[src/rtl/mult_pkg.sv]
// Shared types for the sequential signed multiplier: FSM state encoding and the
// width of the ADD/SHIFT iteration counter.
package mult_pkg;

  typedef enum logic [1:0] {
    IDLE  = 2'd0,
    ADD   = 2'd1,
    SHIFT = 2'd2,
    FIN   = 2'd3
  } e_state;

  // Counter must hold tamanyo-1, so $clog2(tamanyo) bits are enough.
  function automatic int cont_width(input int n);
    return (n > 1) ? $clog2(n) : 1;
  endfunction

endpackage

[src/rtl/multiplicador_algoritmico_complemento_a2.sv]
// Conditional two's-complement negate: dout = neg ? -din : din.
// Shared between the multiplier and the divider.
module complemento_a2 #(
  parameter int W = 32
) (
  input  logic         neg,
  input  logic [W-1:0] din,
  output logic [W-1:0] dout
);

  assign dout = neg ? (~din + W'(1)) : din;

endmodule

[src/rtl/multiplicador_algoritmico.sv]
// Sequential signed shift-and-add multiplier with a Start/Done handshake.
// Magnitudes are multiplied unsigned; the sign is applied when the result is stored.
module multiplicador_algoritmico
  import mult_pkg::*;
#(
  parameter int tamanyo = 32
) (
  input  logic                   CLK,
  input  logic                   RSTa,
  input  logic                   Start,
  input  logic [tamanyo-1:0]     A,
  input  logic [tamanyo-1:0]     B,
  output logic [2*tamanyo-1:0]   Producto,
  output logic                   Busy,
  output logic                   Done
);

  localparam int CW = cont_width(tamanyo);

  e_state               state;
  logic                 sign_a;
  logic                 sign_b;
  logic [tamanyo-1:0]   m;
  logic [tamanyo-1:0]   q;
  logic [tamanyo:0]     acc;
  logic [CW-1:0]        cont;

  logic [tamanyo-1:0]   abs_a;
  logic [tamanyo-1:0]   abs_b;
  logic [2*tamanyo-1:0] mag_next;
  logic [2*tamanyo-1:0] prod_signed;

  complemento_a2 #(.W(tamanyo)) u_abs_a (
    .neg  (A[tamanyo-1]),
    .din  (A),
    .dout (abs_a)
  );

  complemento_a2 #(.W(tamanyo)) u_abs_b (
    .neg  (B[tamanyo-1]),
    .din  (B),
    .dout (abs_b)
  );

  // Product magnitude as it will look after the final shift, so Producto and
  // Done can be registered on the same edge that enters FIN.
  assign mag_next = {acc, q[tamanyo-1:1]};

  complemento_a2 #(.W(2*tamanyo)) u_sign_fix (
    .neg  (sign_a ^ sign_b),
    .din  (mag_next),
    .dout (prod_signed)
  );

  // NOTE: every register, datapath included, is reset so no partial result
  // from an aborted operation can leak out after RSTa.
  always_ff @(posedge CLK or negedge RSTa) begin
    if (!RSTa) begin
      state    <= IDLE;
      sign_a   <= 1'b0;
      sign_b   <= 1'b0;
      m        <= '0;
      q        <= '0;
      acc      <= '0;
      cont     <= '0;
      Producto <= '0;
      Busy     <= 1'b0;
      Done     <= 1'b0;
    end else begin
      // NOTE: non-blocking assignments throughout; the default below is
      // overridden later in the same block when FIN is entered.
      Done <= 1'b0;
      case (state)
        IDLE: begin
          if (Start) begin
            sign_a <= A[tamanyo-1];
            sign_b <= B[tamanyo-1];
            m      <= abs_a;
            q      <= abs_b;
            acc    <= '0;
            cont   <= CW'(tamanyo - 1);
            state  <= ADD;
            Busy   <= 1'b1;
          end
        end
        ADD: begin
          if (q[0]) begin
            acc <= acc + {1'b0, m};
          end
          state <= SHIFT;
        end
        SHIFT: begin
          {acc, q} <= {1'b0, acc, q[tamanyo-1:1]};
          if (cont == '0) begin
            Producto <= prod_signed;
            Done     <= 1'b1;
            state    <= FIN;
          end else begin
            cont  <= cont - CW'(1);
            state <= ADD;
          end
        end
        FIN: begin
          state <= IDLE;
          Busy  <= 1'b0;
        end
        default: begin
          state <= IDLE;
          Busy  <= 1'b0;
        end
      endcase
    end
  end

  a_start_to_add: assert property (@(posedge CLK) disable iff (!RSTa)
    (state == IDLE && Start) |=> (state == ADD));

  a_done_in_fin: assert property (@(posedge CLK) disable iff (!RSTa)
    Done |-> (state == FIN));

  a_done_single: assert property (@(posedge CLK) disable iff (!RSTa)
    Done |=> !Done);

  a_busy_state: assert property (@(posedge CLK) disable iff (!RSTa)
    Busy == (state != IDLE));

endmodule

[config.mk]
export PLATFORM = sky130hd
export DESIGN_NAME = multiplicador_algoritmico
export DESIGN_NICKNAME = d
export VERILOG_FILES = /design/src/rtl/mult_pkg.sv /design/src/rtl/multiplicador_algoritmico_complemento_a2.sv /design/src/rtl/multiplicador_algoritmico.sv
export SDC_FILE = /design/constraint.sdc
export NUM_CORES = 1
export LEC_CHECK = 0
export ABC_AREA = 1
export BUFFER_PORTS_ARGS = -buffer_cell sky130_fd_sc_hd__clkbuf_2
export CAP_MARGIN = 20
export CORE_UTILIZATION = 45
export CTS_BUF_LIST = sky130_fd_sc_hd__clkbuf_16
export DETAILED_ROUTE_END_ITERATION = 6
export PLACE_DENSITY = 0.59
export SYNTH_ARGS = -nofsm -noshare
export SYNTH_HDL_FRONTEND = slang
export SYNTH_HIERARCHICAL = 1
export SYNTH_SLANG_ARGS = --single-unit
[constraint.sdc]
create_clock -name CLK -period 5.2 [get_ports CLK]
set_input_delay 1.04 -clock CLK [delete_from_list [all_inputs] [get_ports CLK]]
set_output_delay 1.04 -clock CLK [all_outputs]
set_load 0.02 [all_outputs]
Yosys cells after proc, flatten, opt, wreduce, memory -nomap -nowiden
Cells that the tools add are included.

$add $sub $neg: 5. Equality and inequality tests: 6. Multiplexer cells: 18. Bitwise operators: 4. Reductions and logical operators: 11.

Operators with widths (count): $pmux W33 S3 (1); $mux W32 (3); $mux W33 (2); $add A32 B1 Y32 const B (2); $add A64 B1 Y64 const B (1); $mux W64 (1); $not A32 Y32 (2); $not A64 Y64 (1); $pmux W32 S2 (1); $add A33 B32 Y33 (1); $mux W5 (2); $pmux W5 S2 (1); $pmux W2 S4 (1); $reduce_and A2 Y1 (4); $ne A2 B2 Y1 const B (3); $reduce_and A3 Y1 (2); $logic_not A5 Y1 (1); $sub A5 B1 Y5 const B (1); $eq A2 B2 Y1 const B (2); $mux W2 (2); $reduce_bool A2 Y1 (2); $mux W1 (3); $reduce_bool A3 Y1 (1); $eq A2 B1 Y1 const B (1); other kinds (3) (3).

Bits in registers: 172. Input bits: 67. Output and inout port bits: 66. Word-level logic and storage cells: 54.

Depth between registers and ports, before layout
Gate-level depths: netlist (run 1).

Word-level depth: 5. Mapped depth: 15. Depth with buffers taken out: 15.

By module
The synthesis (run 1) kept the hierarchy.

By module, submodules not included: multiplicador_algoritmico (times used 1, cells an instance 1355, area an instance 9584.2 µm², seq. area each 4304.1 µm²); complemento_a2 at u_sign_fix (times used 1, cells an instance 498, area an instance 2466.1 µm², seq. area each 0.0 µm²); complemento_a2 at u_abs_a ... (times used 2, cells an instance 227, area an instance 1108.6 µm², seq. area each 0.0 µm²).

Least setup slack after synthesis (run 1)
OpenSTA, ideal clock, no wires.

Kind: input to register. From: in B[0]. To: reg q[12]. Setup time: 82 ps. Arrival: 2038 ps. Data required time: 5118 ps. Setup slack: 3080 ps. Stages: 9. Path buffers: 0. Path through: inv_1 > ha_1 > nand2_2 > nor2_4 > nor2_4 > nor2_4 > xnor2_1 > nand2_1 > a31oi_1.

Word-level cells in the longest chain between the ends: 5.

RTL lines: from (decl) (line multiplicador_algoritmico.sv:12) `input logic [tamanyo-1:0] B,`; $not A32 Y32 (line multiplicador_algoritmico_complemento_a2.sv:11) `assign dout = neg ? (~din + W'(1)) : din;`; $add A32 B1 Y32 (line multiplicador_algoritmico_complemento_a2.sv:11); $mux W32 (line multiplicador_algoritmico_complemento_a2.sv:11); via abs_b[12] (line multiplicador_algoritmico.sv:29) `logic [tamanyo-1:0] abs_b;`; $mux W32 (line multiplicador_algoritmico.sv:75) `if (Start) begin`; $pmux W32 S2 (line multiplicador_algoritmico.sv:73) `case (state)`; to (signal assigned) (line multiplicador_algoritmico.sv:79) `q <= abs_b;`; to (signal assigned) (line multiplicador_algoritmico.sv:93) `{acc, q} <= {1'b0, acc, q[tamanyo-1:1]};`; to (decl) (line multiplicador_algoritmico.sv:24) `logic [tamanyo-1:0] q;`.

The timed path passes the listed nets, and every way through them passes these cells. The select of a mux whose other input is x is not followed. A chain may end at the register's enable or synchronous reset.

Worst setup path after layout (run 1)
From: reg sign_b. To: reg Producto[59].

Word-level cells in the longest chain between the ends: 2.

RTL lines: from (decl) (line multiplicador_algoritmico.sv:22) `logic sign_b;`; from (signal assigned) (line multiplicador_algoritmico.sv:77) `sign_b <= B[tamanyo-1];`; $xor A1 B1 Y1 (line multiplicador_algoritmico.sv:50) `.neg (sign_a ^ sign_b),`; $mux W64 (line multiplicador_algoritmico_complemento_a2.sv:11); via prod_signed[59] (line multiplicador_algoritmico.sv:31) `logic [2*tamanyo-1:0] prod_signed;`; to (signal assigned) (line multiplicador_algoritmico.sv:95) `Producto <= prod_signed;`; to (decl) (line multiplicador_algoritmico.sv:13) `output logic [2*tamanyo-1:0] Producto,`.

The timed path passes the listed nets, and every way through them passes these cells.

==> qor.yml, run 1 <==
critical_path:
  worstPathCellList: "xor2_4 > buf_4 > inv_1 > nor2_1 > nor2_8 > nand3_1 > nand2_1 > nand2_1 > nand2_1"
  cp_slowest_cell: "buf_4"
  path_delay_family: "buffers and inverters"
  rr_endpoint: "Producto[59]"
  cp_slowest_stage_delay_ns: 0.64
  rr_startpoint: "sign_b"
  path_max_fanout: 63
  crit_arrival_ns: 3.02
  path_common_cell: "nand2_1"
  r2r_slack_ns: 2.52
  crit_path_end_kind: "register"
  rr_worst_depth: 9
  worst-endpoint-required_ns: 5.55
  cp-start-kind: "register"
  cp_num_buf_inv: 2
  worstSetupPathType: "reg2reg"
detailed_routing:
  vias_per_cell: 5.04
  routedWlPerCell_um: 15.1
  drc: 0
  drt_first_pass_iters: 6
  ant_nets: 0
  finalWirelength_um: 42400
  via_count: 14200
  drtIter0Drc: 1042
sta:
  max_freq_mhz: 374
  layout_min_cycle_time_ns: 2.68
  skew_ns: 0.0166
  tightest_slew_ns: 0.939
  final.period_utilization: 0.515
  slew_headroom: 0.370
  setup_viol: 0
  finalHoldViolCount: 0
  timing.final.max_slew_violations: 0
  setup_tns_ns: 0
  rsz0062_at_grt: "no"
power:
  irDropWorstVdd_uv: 273
  p_leak_uw: 0.00869
  power_density_nw_per_um2: 568
floorplanning:
  io_pins: 133
  fp-row-count: 64
  die_y_um: 180
  start_util: 0.462
  die_w_um: 180
  die_area_um2: 32400
  coreArea_um2: 30900
hold_path:
  hp-start: "Producto[47]"
  holdPathStages: 2
  hold_path_class: "reg2reg"
  hold_path_end: "Producto[47]"
clock_network:
  worstSkewPairLatency_ns: 0.46
  numCtsBuffers: 17
  clk_pin_slew_worst_paths_ns: 0.09
  root_buffer: "clkbuf_16"
  cts_setup_buffers: 0
  cts.repair.resized: 0
  clk_path_buf_depth: 2
  cts_max_level: 4
  cts_tree: "built"
  hold_buffers: 0
  cts.sinks: 172
cells_and_area:
  ff_latch_area_um2: 4300
  fin_nets: 2513
  fillers: 3327
  drive_above_1_share: 0.116
  area_growth_syn_to_layout_pct: 10.9
  stdcell_area_um2: 15800
  multi_input_comb_area_um2: 8610
  stdcell_count: 2813
  num_antenna_cells: 0
placed_design:
  place_hpwl_um: 33700
  dp.cells: 2780
  placed_area_um2: 15200
  gp_congestion: 0.931
  portBuffers: 132
synthesis:
  yosysWarnings: 6
  synth_edf_count: 0
  async_reset_ff_frac: 1.00
  yosysUniqueCellTypes: 41
  ys_seq_area_frac: 0.302
  synth_area_um2: 14300
  syn_inst: 2307
  ys_ff_latch: 172
  ys.flop_type: "dfrtp_1"
  avgSynthCellArea_um2: 6.18
  synth_fp_nets: 2416
global_route:
  grtUsageTotal: 0.267
  grt_max_degree: 109
  grt_pass1_wl_um: 69100
  overflow: 0
  grt_pass1_vias: 13100
  antenna_found_initial: 0
run:
  drv_cap: 0
status:
  status: "completed"
==> routing by layer <==
layer  GRT usage  up-vias  routed length, um
met2       0.394      389              17500
met3      0.0319       38               1970
met5           0        -                  0
met1       0.411     6405              22300
li1            -     7352                  -
met4      0.0626        0                679
==> layout by cell type (no fill, tap or decap), drive strengths merged <==
cell type	netlist	routed
clkbuf	15	148
o211ai	6	6
nand3b	12	12
or2	1	1
xnor2	30	30
dfrtp	172	172
nor3	6	6
a22oi	1	1
inv	276	284
buf	46	8
o221ai	6	6
nand4	26	26
ha	41	41
fa	1	1
nand3	131	131
xor2	34	34
nand2	1032	1032
a21oi	40	40
o22ai	14	14
a31oi	34	34
o21bai	4	4
nor2	316	316
o21ai	61	61
clkinv	1	8
a21o	1	1
==> flip-flops by register name, indices dropped and copies added (netlist names) <==
signal    flops
Producto     64
Busy          1
sign_b        1
q            32
state         2
Done          1
acc          33
sign_a        1
m            32
cont          5
==> worst register-to-register path, delay by kind of cell, from the launching register on <==
family	cells	cell delay (ns)
XOR/XNOR	1	0.24
buffers and inverters	2	1.12
flip-flops	1	0.45
AND/OR/NAND/NOR	6	0.76
==> through the flow <==
stage	total power (uW)	util	hold slack (ns)	worst slack, ns
floorplan	6170	-	0.455	3.08
global placement	7520	0.491	0.462	2.55
detailed placement	7560	0.491	0.464	2.50
CTS	8920	0.511	0.484	2.50
global route	9800	0.512	0.494	2.29
finish	8980	0.512	0.479	2.52
==> worst max-delay path by stage <==
stage,startpoint,to,slack (ns),cells after the start
after floorplan,B[0],q[12],3.08,9
after global placement,Start,Busy,2.55,5
after detailed placement,Start,acc[11],2.50,9
after CTS,sign_b,Producto[59],2.50,10
after global routing,sign_b,Producto[59],2.29,9
final,sign_b,Producto[59],2.52,9
==> kinds of logic (layout without fill, tap and decap cells) <==
group / after synthesis / in the layout / share of synthesized area
fa+ha+maj: 42 / 42 / 0.0374
simple gates: 1524 / 1524 / 0.452
compound gates: 167 / 167 / 0.0728
flops: 172 / 172 / 0.302
xor+xnor: 64 / 64 / 0.0398
buf+inv: 338 / 448 / 0.0967
==> power by group <==
part / switching [uW] / internal [uW]
Sequential: 668 / 1720
Combinational: 3590 / 1680
Clock: 667 / 657
==> cells in the mapped netlist (3+ instances only) <==
cell type	n	share of area
a31oi_1	34	0.015
xnor2_1	30	0.018
nor2_4	21	0.017
nand3b_1	12	0.0063
buf_1	4	0.0011
o22ai_1	14	0.0061
xor2_1	33	0.020
buf_4	12	0.0063
buf_6	3	0.0024
clkbuf_1	15	0.0039
nand2_4	7	0.0055
nor2_1	266	0.070
nand2_1	1009	0.27
ha_1	41	0.036
o21ai_4	6	0.0068
nor2_2	24	0.011
o211ai_1	6	0.0032
o21bai_1	4	0.0021
nand3_1	126	0.044
o21ai_2	6	0.0037
nor2_8	5	0.0070
dfrtp_1	172	0.30
nand2_2	16	0.0070
inv_1	260	0.068
a21oi_1	40	0.014
nand4_1	26	0.011
buf_2	27	0.0095
o221ai_1	6	0.0037
nand3_4	3	0.0037
o21ai_0	36	0.013
inv_2	14	0.0037
nor3_1	6	0.0021
o21ai_1	13	0.0046
==> final cells by class <==
cell class | instances | share of cell area
Multi-Input combinational cell | 1797 | 0.544
Sequential cell | 172 | 0.272
Inverter | 277 | 0.0664
Timing Repair Buffer | 139 | 0.0471
Tap cell | 396 | 0.0313
Clock buffer | 17 | 0.0269
Clock inverter | 15 | 0.0119
(Power assumes the default switching activity.)
==> run 2, diff against run 1 <==
--- a/config.mk
+++ b/config.mk
@@ -11,7 +11,7 @@
 export CORE_UTILIZATION = 45
 export CTS_BUF_LIST = sky130_fd_sc_hd__clkbuf_16
 export DETAILED_ROUTE_END_ITERATION = 6
-export PLACE_DENSITY = 0.59
+export PLACE_DENSITY = 0.62
 export SYNTH_ARGS = -nofsm -noshare
 export SYNTH_HDL_FRONTEND = slang
 export SYNTH_HIERARCHICAL = 1
==> constraint.sdc (replaced) <==
create_clock -name CLK -period 2.4 [get_ports CLK]
set_input_delay 0.48 -clock CLK [delete_from_list [all_inputs] [get_ports CLK]]
set_output_delay 0.48 -clock CLK [all_outputs]
set_load 0.02 [all_outputs]
==> qor.yml, run 2 (synthesis results as in run 1) <==
floorplanning:
  die_w_um: 180  # unchanged
  die_y_um: 180  # unchanged
  coreArea_um2: 30900  # unchanged
  die_area_um2: 32400  # unchanged
  fp-row-count: 64  # unchanged
  io_pins: 133  # unchanged
  start_util: 0.462  # unchanged
sta:
  layout_min_cycle_time_ns: 2.20  # -0.476 ns
  final.period_utilization: 0.917  # +0.402
  setup_viol: 0  # unchanged
  skew_ns: 0.0151  # -0.00155 ns
  rsz0062_at_grt: "no"
  slew_headroom: 0.586  # +0.216
  max_freq_mhz: 454  # +22%
  tightest_slew_ns: 0.620  # -0.319 ns
  setup_tns_ns: 0  # unchanged
  timing.final.max_slew_violations: 0  # unchanged
  finalHoldViolCount: 0  # unchanged
cells_and_area:
  top_regs: "Producto (64), acc (33)"
  fin_nets: 2536  # +0.92%
  area_growth_syn_to_layout_pct: 12.2
  final_common_cell: "nand2_1"
  most-common-layout-cells: "1009 x nand2_1, 266 x nor2_1, 259 x inv_1"
  num_antenna_cells: 0  # unchanged
  largest_reg_flops: 64  # unchanged
  drive_above_1_share: 0.125  # +0.00874
  post-route-util: 0.518  # +0.00615
  regMostFlops: "Producto"
global_route:
  grt_pass1_wl_um: 70800  # +2.5%
  overflow: 0  # unchanged
  grtUsageTotal: 0.276  # +0.00907
  grt_pass1_vias: 13200  # +1.0%
  antenna_found_initial: 0  # unchanged
  grt_max_degree: 58  # -47%
critical_path:
  worstSetupPathType: "reg2reg"
  rr_worst_depth: 12  # +3
  worst-endpoint-required_ns: 2.70  # -2.85 ns
  crit_path_end_kind: "register"
  cp-start-kind: "register"
  path_max_fanout: 14  # -78%
  crit_arrival_ns: 2.51  # -0.51 ns
clock_network:
  cts.sinks: 172  # unchanged
  clk_path_buf_depth: 2  # unchanged
  clk_pin_slew_worst_paths_ns: 0.08  # about the same
  numCtsBuffers: 17  # unchanged
  root_buffer: "clkbuf_16"
  worstSkewPairLatency_ns: 0.46  # about the same
  cts_tree: "built"
  cts_max_level: 4  # unchanged
detailed_routing:
  drc: 0  # unchanged
  via_count: 14500  # +2.3%
  vias_per_cell: 5.12  # +1.5%
  routedWlPerCell_um: 15.5  # +2.8%
  finalWirelength_um: 44000  # +3.7%
  drtIter0Drc: 1053  # +1.1%
  ant_nets: 0  # unchanged
  drt_first_pass_iters: 6  # unchanged
status:
  status: "completed"
power:
  switching_power_uw: 10900  # +120%
  power.internal_uw: 9010  # +120%
  pwr-share-comb: 0.603  # +0.016
  p_leak_uw: 0.00879  # +1.3%
  sequentialPowerShare: 0.255  # -0.011
  power_density_nw_per_um2: 1240  # +120%
  clock_power_share: 0.143  # -0.004
  irDropWorstVdd_uv: 559  # +100%
  total_power_uw: 19900  # +120%
  power.share.switching: 0.548  # about the same
placed_design:
  portBuffers: 132  # unchanged
  place_hpwl_um: 35100  # +4.2%
  gp_congestion: 0.957  # +2.7%
run:
  drv_cap: 0  # unchanged
hold_path:
  hold_path_class: "in2reg"
  holdPathStages: 3  # +1
## run 2: path summary, 6_finish.rpt
path / slack (ns) / from / to
max in group asynchronous: 1.17 / RSTa / acc[20]
max: 0.20 / state[1] / acc[5]
min in group asynchronous: 0.50 / RSTa / Producto[13]
min reg2reg: 0.48 / Producto[7] / Producto[7]
min: 0.30 / B[0] / q[0]
max reg2reg: 0.20 / state[1] / acc[5]
## run 2: layout make-up
cell class | count | area (um2)
flip-flops and latches | 172 | 4310
repair buffers | 162 | 945
clock inverters | 15 | 175
multi-input cells | 1797 | 8610
inverters | 277 | 1050
clock buffers | 17 | 425
fillers | 3275 | 14900
well taps | 396 | 495
## run 2: critical path, cell delays in order, from the launching register on
cell and delay [ns]:
dfrtp_1 0.42, inv_1 0.13, ha_1 0.26, inv_2 0.06, nor2_2 0.12, inv_2 0.08, nand2_4 0.21, nor2_4 0.08
nand2_2 0.08, buf_4 0.22, a21oi_1 0.06, o21ai_0 0.14, o221ai_1 0.19
## run 2: through the flow
step / cell area, um2 / cells / worst slack (ns) / hold slack (ns)
3_3_place_gp: 15400 / 2803 / 0.169 / 0.402
4_1_cts: 16000 / 2836 / 0.143 / 0.298
5_1_grt: 16000 / 2836 / 0.0278 / 0.306
3_5_place_dp: 15400 / 2803 / 0.159 / 0.405
6_report: 16000 / 2836 / 0.199 / 0.303
2_1_floorplan: 14300 / 2307 / 0.483 / 0.184
## run 2: layer usage
layer  track usage  share of wire  wire [um]
met1         0.422           0.50      22000
met2         0.409           0.41      18200
met3        0.0323          0.067       2950
met4        0.0697          0.018        793
met5             0              0          0
## run 2: power by group through the flow
stage                     Clock [uW]  Combinational [uW]  Sequential [uW]
after floorplan                    0                8850             4510
after global placement             0               11700             5050
after detailed placement           0               11700             5060
after CTS                       2900               11800             5020
after global routing            3010               13400             5180
final                           2850               12000             5070
## run 2: repair_timing
item | CTS | global route
hold buffers | 1 | 0
endpoints found under the setup margin | 0 | 5
setup buffers | 0 | 0
hold endpoints to repair | 33 | 0
resized for setup | 0 | 2
